<file path="src/rtl/vec_mac_pkg.sv">
// vec_mac_pkg: shared constants, pin opcodes and FSM states for the MAC host sequencer
package vec_mac_pkg;
    localparam int N_MAC  = 8;
    localparam int DW     = 8;
    localparam int LW     = $clog2(N_MAC);
    localparam int SUM_W  = 2 * DW + LW;
    localparam int RD_LAT = 2;
    localparam int CAP_W  = 3 * 8;
    localparam logic [1:0] OP_LOAD_W = 2'b00;
    localparam logic [1:0] OP_LOAD_A = 2'b01;
    localparam logic [1:0] OP_READ_S = 2'b10;
    localparam logic [1:0] OP_NOP    = 2'b11;
    localparam logic [7:0] UI_NOP    = {OP_NOP, 6'd0};
    typedef enum logic [2:0] {
        S_IDLE,
        S_LD_W,
        S_LD_A,
        S_RD,
        S_WAIT,
        S_CAP,
        S_DONE
    } state_t;
endpackage

</file>
<file path="src/rtl/vec_mac_host_sequencer_if.sv">
// vec_mac_host_sequencer_if: command, result and device-pin bundle between host logic and the sequencer
interface vec_mac_host_sequencer_if;
    import vec_mac_pkg::*;
    logic                cmd_valid;
    logic                cmd_ready;
    logic                cmd_keep_w;
    logic [N_MAC*DW-1:0] cmd_w;
    logic [N_MAC*DW-1:0] cmd_a;
    logic                res_valid;
    logic                res_ready;
    logic [SUM_W-1:0]    res_data;
    logic                res_err;
    logic [7:0]          dev_ui;
    logic [7:0]          dev_uio;
    logic [7:0]          dev_uo;
    modport master (
        input  cmd_valid, cmd_keep_w, cmd_w, cmd_a, res_ready, dev_uo,
        output cmd_ready, res_valid, res_data, res_err, dev_ui, dev_uio
    );
    modport slave (
        output cmd_valid, cmd_keep_w, cmd_w, cmd_a, res_ready, dev_uo,
        input  cmd_ready, res_valid, res_data, res_err, dev_ui, dev_uio
    );
endinterface

</file>
<file path="src/rtl/vec_mac_byte_deser.sv">
// vec_mac_byte_deser: splits the MSB-first {hi, mid, lo} capture into the result and the overflow flag
module vec_mac_byte_deser
    import vec_mac_pkg::*;
(
    input  logic [CAP_W-1:0] i_cap,
    output logic [SUM_W-1:0] o_data,
    output logic             o_err
);
    assign o_data = i_cap[SUM_W-1:0];
    // any bit of hi above the legal sum width means the device broke protocol
    assign o_err  = |i_cap[CAP_W-1:SUM_W];
endmodule

</file>
<file path="src/rtl/vec_mac_host_sequencer.sv">
// vec_mac_host_sequencer: drives weight/activation loads and a READ_S onto the device pins, then captures the 3-byte sum
module vec_mac_host_sequencer
    import vec_mac_pkg::*;
(
    input logic                      i_clk,
    input logic                      i_rst_n,
    vec_mac_host_sequencer_if.master bus
);
    state_t              r_state, w_state_nx;
    logic [LW-1:0]       r_lane, w_lane_nx;
    logic [1:0]          r_byte, w_byte_nx;
    logic [N_MAC*DW-1:0] r_w, r_a, w_w_nx, w_a_nx;
    logic [7:0]          r_ui, r_uio, w_ui_nx, w_uio_nx;
    logic [CAP_W-1:0]    r_cap, w_cap_nx;
    logic                w_acc;
    logic                w_last;

    assign bus.cmd_ready = (r_state == S_IDLE) & i_rst_n;
    assign bus.res_valid = r_state == S_DONE;
    assign bus.dev_ui    = r_ui;
    assign bus.dev_uio   = r_uio;
    assign w_acc         = bus.cmd_valid & bus.cmd_ready;
    assign w_last        = r_lane == LW'(N_MAC - 1);

    always_comb begin
        w_state_nx = r_state;
        w_lane_nx  = r_lane;
        w_byte_nx  = r_byte;
        w_cap_nx   = r_cap;
        w_w_nx     = w_acc ? bus.cmd_w : r_w;
        w_a_nx     = w_acc ? bus.cmd_a : r_a;
        case (r_state)
            S_IDLE: begin
                w_state_nx = w_acc ? (bus.cmd_keep_w ? S_LD_A : S_LD_W) : S_IDLE;
                w_lane_nx  = '0;
            end
            S_LD_W: begin
                w_lane_nx  = w_last ? '0 : r_lane + LW'(1);
                w_state_nx = w_last ? S_LD_A : S_LD_W;
            end
            S_LD_A: begin
                w_lane_nx  = w_last ? '0 : r_lane + LW'(1);
                w_state_nx = w_last ? S_RD : S_LD_A;
            end
            S_RD: begin
                w_state_nx = (RD_LAT > 1) ? S_WAIT : S_CAP;
                w_lane_nx  = '0;
                w_byte_nx  = '0;
            end
            S_WAIT: begin
                w_lane_nx  = r_lane + LW'(1);
                w_state_nx = (r_lane == LW'(RD_LAT - 2)) ? S_CAP : S_WAIT;
            end
            S_CAP: begin
                w_cap_nx   = {r_cap[CAP_W-9:0], bus.dev_uo};
                w_byte_nx  = r_byte + 2'd1;
                w_state_nx = (r_byte == 2'd2) ? S_DONE : S_CAP;
            end
            S_DONE:  w_state_nx = bus.res_ready ? S_IDLE : S_DONE;
            default: w_state_nx = S_IDLE;
        endcase
        // pins follow the state being entered, so the device sees them one edge later
        w_ui_nx  = UI_NOP;
        w_uio_nx = '0;
        if (w_state_nx == S_LD_W) begin
            w_ui_nx  = {OP_LOAD_W, 6'(w_lane_nx)};
            w_uio_nx = w_w_nx[w_lane_nx*DW +: DW];
        end else if (w_state_nx == S_LD_A) begin
            w_ui_nx  = {OP_LOAD_A, 6'(w_lane_nx)};
            w_uio_nx = w_a_nx[w_lane_nx*DW +: DW];
        end else if (w_state_nx == S_RD) begin
            w_ui_nx  = {OP_READ_S, 6'd0};
        end
    end

    always_ff @(posedge i_clk) begin
        if (!i_rst_n) begin
            r_state <= S_IDLE;
            r_lane  <= '0;
            r_byte  <= '0;
            r_w     <= '0;
            r_a     <= '0;
            r_ui    <= UI_NOP;
            r_uio   <= '0;
            r_cap   <= '0;
        end else begin
            r_state <= w_state_nx;
            r_lane  <= w_lane_nx;
            r_byte  <= w_byte_nx;
            r_w     <= w_w_nx;
            r_a     <= w_a_nx;
            r_ui    <= w_ui_nx;
            r_uio   <= w_uio_nx;
            r_cap   <= w_cap_nx;
        end
    end

    vec_mac_byte_deser u_deser (
        .i_cap  (r_cap),
        .o_data (bus.res_data),
        .o_err  (bus.res_err)
    );
endmodule
</file>
<file path="src/flat_wrapper.sv">
// flat-port wrapper written by rule: the top's interface ports become plain ports
module vec_mac_host_sequencer_flat import vec_mac_pkg::*;
  (i_clk, i_rst_n, bus_cmd_valid, bus_cmd_keep_w, bus_cmd_w, bus_cmd_a, bus_res_ready, bus_dev_uo, bus_cmd_ready, bus_res_valid, bus_res_data, bus_res_err, bus_dev_ui, bus_dev_uio);
  vec_mac_host_sequencer_if bus_i ();
  input logic i_clk;
  input logic i_rst_n;
  input wire logic [$bits(bus_i.cmd_valid)-1:0] bus_cmd_valid;
  input wire logic [$bits(bus_i.cmd_keep_w)-1:0] bus_cmd_keep_w;
  input wire logic [$bits(bus_i.cmd_w)-1:0] bus_cmd_w;
  input wire logic [$bits(bus_i.cmd_a)-1:0] bus_cmd_a;
  input wire logic [$bits(bus_i.res_ready)-1:0] bus_res_ready;
  input wire logic [$bits(bus_i.dev_uo)-1:0] bus_dev_uo;
  output wire logic [$bits(bus_i.cmd_ready)-1:0] bus_cmd_ready;
  output wire logic [$bits(bus_i.res_valid)-1:0] bus_res_valid;
  output wire logic [$bits(bus_i.res_data)-1:0] bus_res_data;
  output wire logic [$bits(bus_i.res_err)-1:0] bus_res_err;
  output wire logic [$bits(bus_i.dev_ui)-1:0] bus_dev_ui;
  output wire logic [$bits(bus_i.dev_uio)-1:0] bus_dev_uio;
  assign bus_i.cmd_valid = bus_cmd_valid;
  assign bus_i.cmd_keep_w = bus_cmd_keep_w;
  assign bus_i.cmd_w = bus_cmd_w;
  assign bus_i.cmd_a = bus_cmd_a;
  assign bus_i.res_ready = bus_res_ready;
  assign bus_i.dev_uo = bus_dev_uo;
  assign bus_cmd_ready = bus_i.cmd_ready;
  assign bus_res_valid = bus_i.res_valid;
  assign bus_res_data = bus_i.res_data;
  assign bus_res_err = bus_i.res_err;
  assign bus_dev_ui = bus_i.dev_ui;
  assign bus_dev_uio = bus_i.dev_uio;
  vec_mac_host_sequencer u_core (.i_clk(i_clk), .i_rst_n(i_rst_n), .bus(bus_i));
endmodule
</file>
<file path="config.mk">
export PLATFORM = sky130hd
export DESIGN_NAME = vec_mac_host_sequencer_flat
export DESIGN_NICKNAME = d
export VERILOG_FILES = /design/src/rtl/vec_mac_pkg.sv /design/src/rtl/vec_mac_host_sequencer_if.sv /design/src/rtl/vec_mac_byte_deser.sv /design/src/rtl/vec_mac_host_sequencer.sv /design/src/flat_wrapper.sv
export SDC_FILE = /design/constraint.sdc
export NUM_CORES = 1
export LEC_CHECK = 0
export ABC_AREA = 0
export ABC_CLOCK_PERIOD_IN_PS = 2600
export CAP_MARGIN = 20
export CORE_UTILIZATION = 45
export DETAILED_ROUTE_END_ITERATION = 10
export PLACE_DENSITY = 0.71
export SETUP_SLACK_MARGIN = 0.02
export SLEW_MARGIN = 20
export SYNTH_ARGS = -nofsm -noshare
export SYNTH_HDL_FRONTEND = slang
export SYNTH_SLANG_ARGS = --single-unit
</file>
<file path="constraint.sdc">
create_clock -name i_clk -period 2.6 [get_ports i_clk]
set_input_delay 0.52 -clock i_clk [delete_from_list [all_inputs] [get_ports i_clk]]
set_output_delay 0.52 -clock i_clk [all_outputs]
set_load 0.02 [all_outputs]
</file>
==> results.tsv <==
metric	value	unit
asr flop ratio synth	0	%
Die Ht	138	um
CTS Buffer Depth	2	
share of the synthesized area in the top cell type	41.4	%
Clock transition at path regs	70	ps
Post-Syn Area	8360	sq um
Post-synth EDFFs	0	
crit-path max FO	8	
DRC	16	
GRT overflow	0	
routed vias	7711	
I/O pins	179	
commonest non-fill, non-tap cell in the layout	nand2_1	
GRT Resource Usage Total	24.5	%
final WL	23100	um
final setup vio count	0	
n_diodes	0	
Post-Syn Instances	1071	
FF+latch count, synth	173	
Netlist cell types	64	
drt first pass iters	10	
measured slew at the worst slew-check pin	602	ps
max_slew headroom	59.9	%
number of I/O port buffers	175	
Final Critical Period	2490	ps
core box area	18100	sq um
H-tree depth	4	
Layout area overhead	31.6	%
HP Class	reg -> reg	
setup_tns	0	ps
unrepaired setup endpoints after global routing	true	
initial antenna violation count	0	
Avg Inst Size Synth	7.81	sq um
number of vias per cell	5.30	
first-pass GRT wire length	37600	um
post-route ant nets	0	
share of cells above drive strength 1	9.86	%
Layout Skew	7.44	ps
dpl hpwl	16400	um
clock sink count	173	
max-cap violations	0	
worst skew pair latency	430	ps
Peak VDD IR	0.470	mV
main area contributors after synthesis	dfxtp_1 41%, nand2_1 17%, a21boi_0 14%	
Lkg Pwr	3.89	nW
row cnt	49	
failing checks	DRC	
CP arrival	1970	ps
Ys Warns	0	
gpl congestion	0.869	
max frequency	401	MHz
area leader, netlist	dfxtp_1	
Seq/Total Area, Yosys	41.4	%
Initial Utilization	46.2	%
initial DRC count	746	
vias in the first global route	7252	
CP Data Required Time	2080	ps
status	finished, violations left	
root buf cell	clkbuf_16	
CTS Hold Bufs	0	
final non-filler cell total	1456	
WL per Instance	15.8	um
CTS tree	yes	
cts bufs inserted	17	
critical path startpoint category	register	
largest net degree at the start of global routing	164	
Worst Setup Path Type	reg -> out	
Synth Flop Type	dfxtp_1	
Crit. End Element	output port	
overall die width	138	um
Fin. Hold Viols	0	
Final Max Slew Viols	0	
die area	19100	sq um
P per Cell Area	585	nW/um^2
placed cell count	1423	
commonest non-fill, non-tap cells in the layout	376 x nand2_1, 174 x clkdlybuf4s50_1, 171 x dfxtp_1	
NumNets Final	1359	
Final Cycle Share	95.9	%
logic make-up after synthesis:
kind of cell / share of synthesized area, %
AO/OA/AOI/OAI: 24.4
multiplexers: 1.21
adder cells (fa/ha/maj): 0.599
AND/OR/NAND/NOR: 24.8
XOR/XNOR: 0.105
other: 0.0449
flip-flops: 41.4
buffers and inverters: 7.45
routing by layer:
| metal | GRT usage (%) | part of all wire, % |
|---|---|---|
| met1 | 35.0 | 48 |
| met2 | 36.6 | 43 |
| met3 | 4.68 | 5.9 |
| met4 | 9.17 | 2.4 |
| met5 | 0 | 0 |
cells in the mapped netlist, types with 2 or more instances:
library cell and number:
a21boi_0 153, ha_1 4, nor2_1 34, a31oi_1 2
o211ai_1 14, inv_1 6, o21ai_1 4, a32oi_1 3
o221ai_1 6, buf_2 23, nor4b_4 2, buf_4 29
a21oi_1 28, nor3_1 2, and3_1 6, o2111ai_1 2
o21ai_0 17, a2111oi_1 7, nand2_1 377, a21o_1 7
nand2_2 2, nor2b_1 5, o31ai_1 12, a2111oi_0 5
dfxtp_1 173, nand3_1 42, mux2i_1 9, clkbuf_1 46
buf_6 8, nor3b_1 2, o21a_1 2, and2_1 7
final timing paths:
path,startpoint,endpoint,slack [ps],depth (start not counted)
worst max-delay path,u_core.r_state[1]$_SDFF_PN0_,bus_cmd_ready,110,3
worst min-delay path,u_core.r_cap[16]$_SDFFE_PN0P_,u_core.r_cap[16]$_SDFFE_PN0P_,460,2
worst max register to register,u_core.r_lane[0]$_SDFF_PN0_,u_core.bus.dev_uio[5]$_SDFF_PN0_,150,10
worst min register to register,u_core.r_cap[16]$_SDFFE_PN0P_,u_core.r_cap[16]$_SDFFE_PN0P_,460,2
critical path, stage by stage (launching register included):
cell and delay [ps]:
dfxtp_1 430, nor4b_2 350, buf_4 180, clkdlybuf4s50_1 600
power by group:
part | internal [W] | switching (W)
Combinational | 0.000529 | 0.000538
Clock | 0.00140 | 0.00112
Sequential | 0.00277 | 0.0000739
final cells by class:
class                      instances  area (sq um)
inverter                           6          22.5
fill                            1605          7090
timing repair buffer             229          2270
multi-input combinational        787          4370
tap                              229           287
sequential                       173          3470
clock buffer                      20           457
clock inverter                    12           128
sequential cells by signal, summed over array words and instances, names as in the netlist:
name and flops:
u_core.r_w 64, u_core.r_state 3, u_core.r_cap 24, u_core.r_a 64, u_core.r_byte 2, u_core.bus.dev_ui 5
u_core.r_lane 3, u_core.bus.dev_uio 8
stage by stage:
stage	hold WS, ps	setup WS [ps]	area (sq um)	power [W]	utilization, %
global route	480	14.7	11000	0.00670	60.8
finish	463	105	11000	0.00644	60.8
global placement	450	-140	10300	0.00392	57.1
CTS	466	32.1	10900	0.00645	60.4
detailed placement	457	-60.2	10300	0.00393	57.1
floorplan	440	282	8370	0.00345	-
what timing repair did:
action / CTS / global route
buffers inserted: 1 / 0
gates resized for setup: 6 / 15
endpoints found under the setup margin: 4 / 9
pin swaps: 1 / 2
Power figures use the tool's default switching activity.
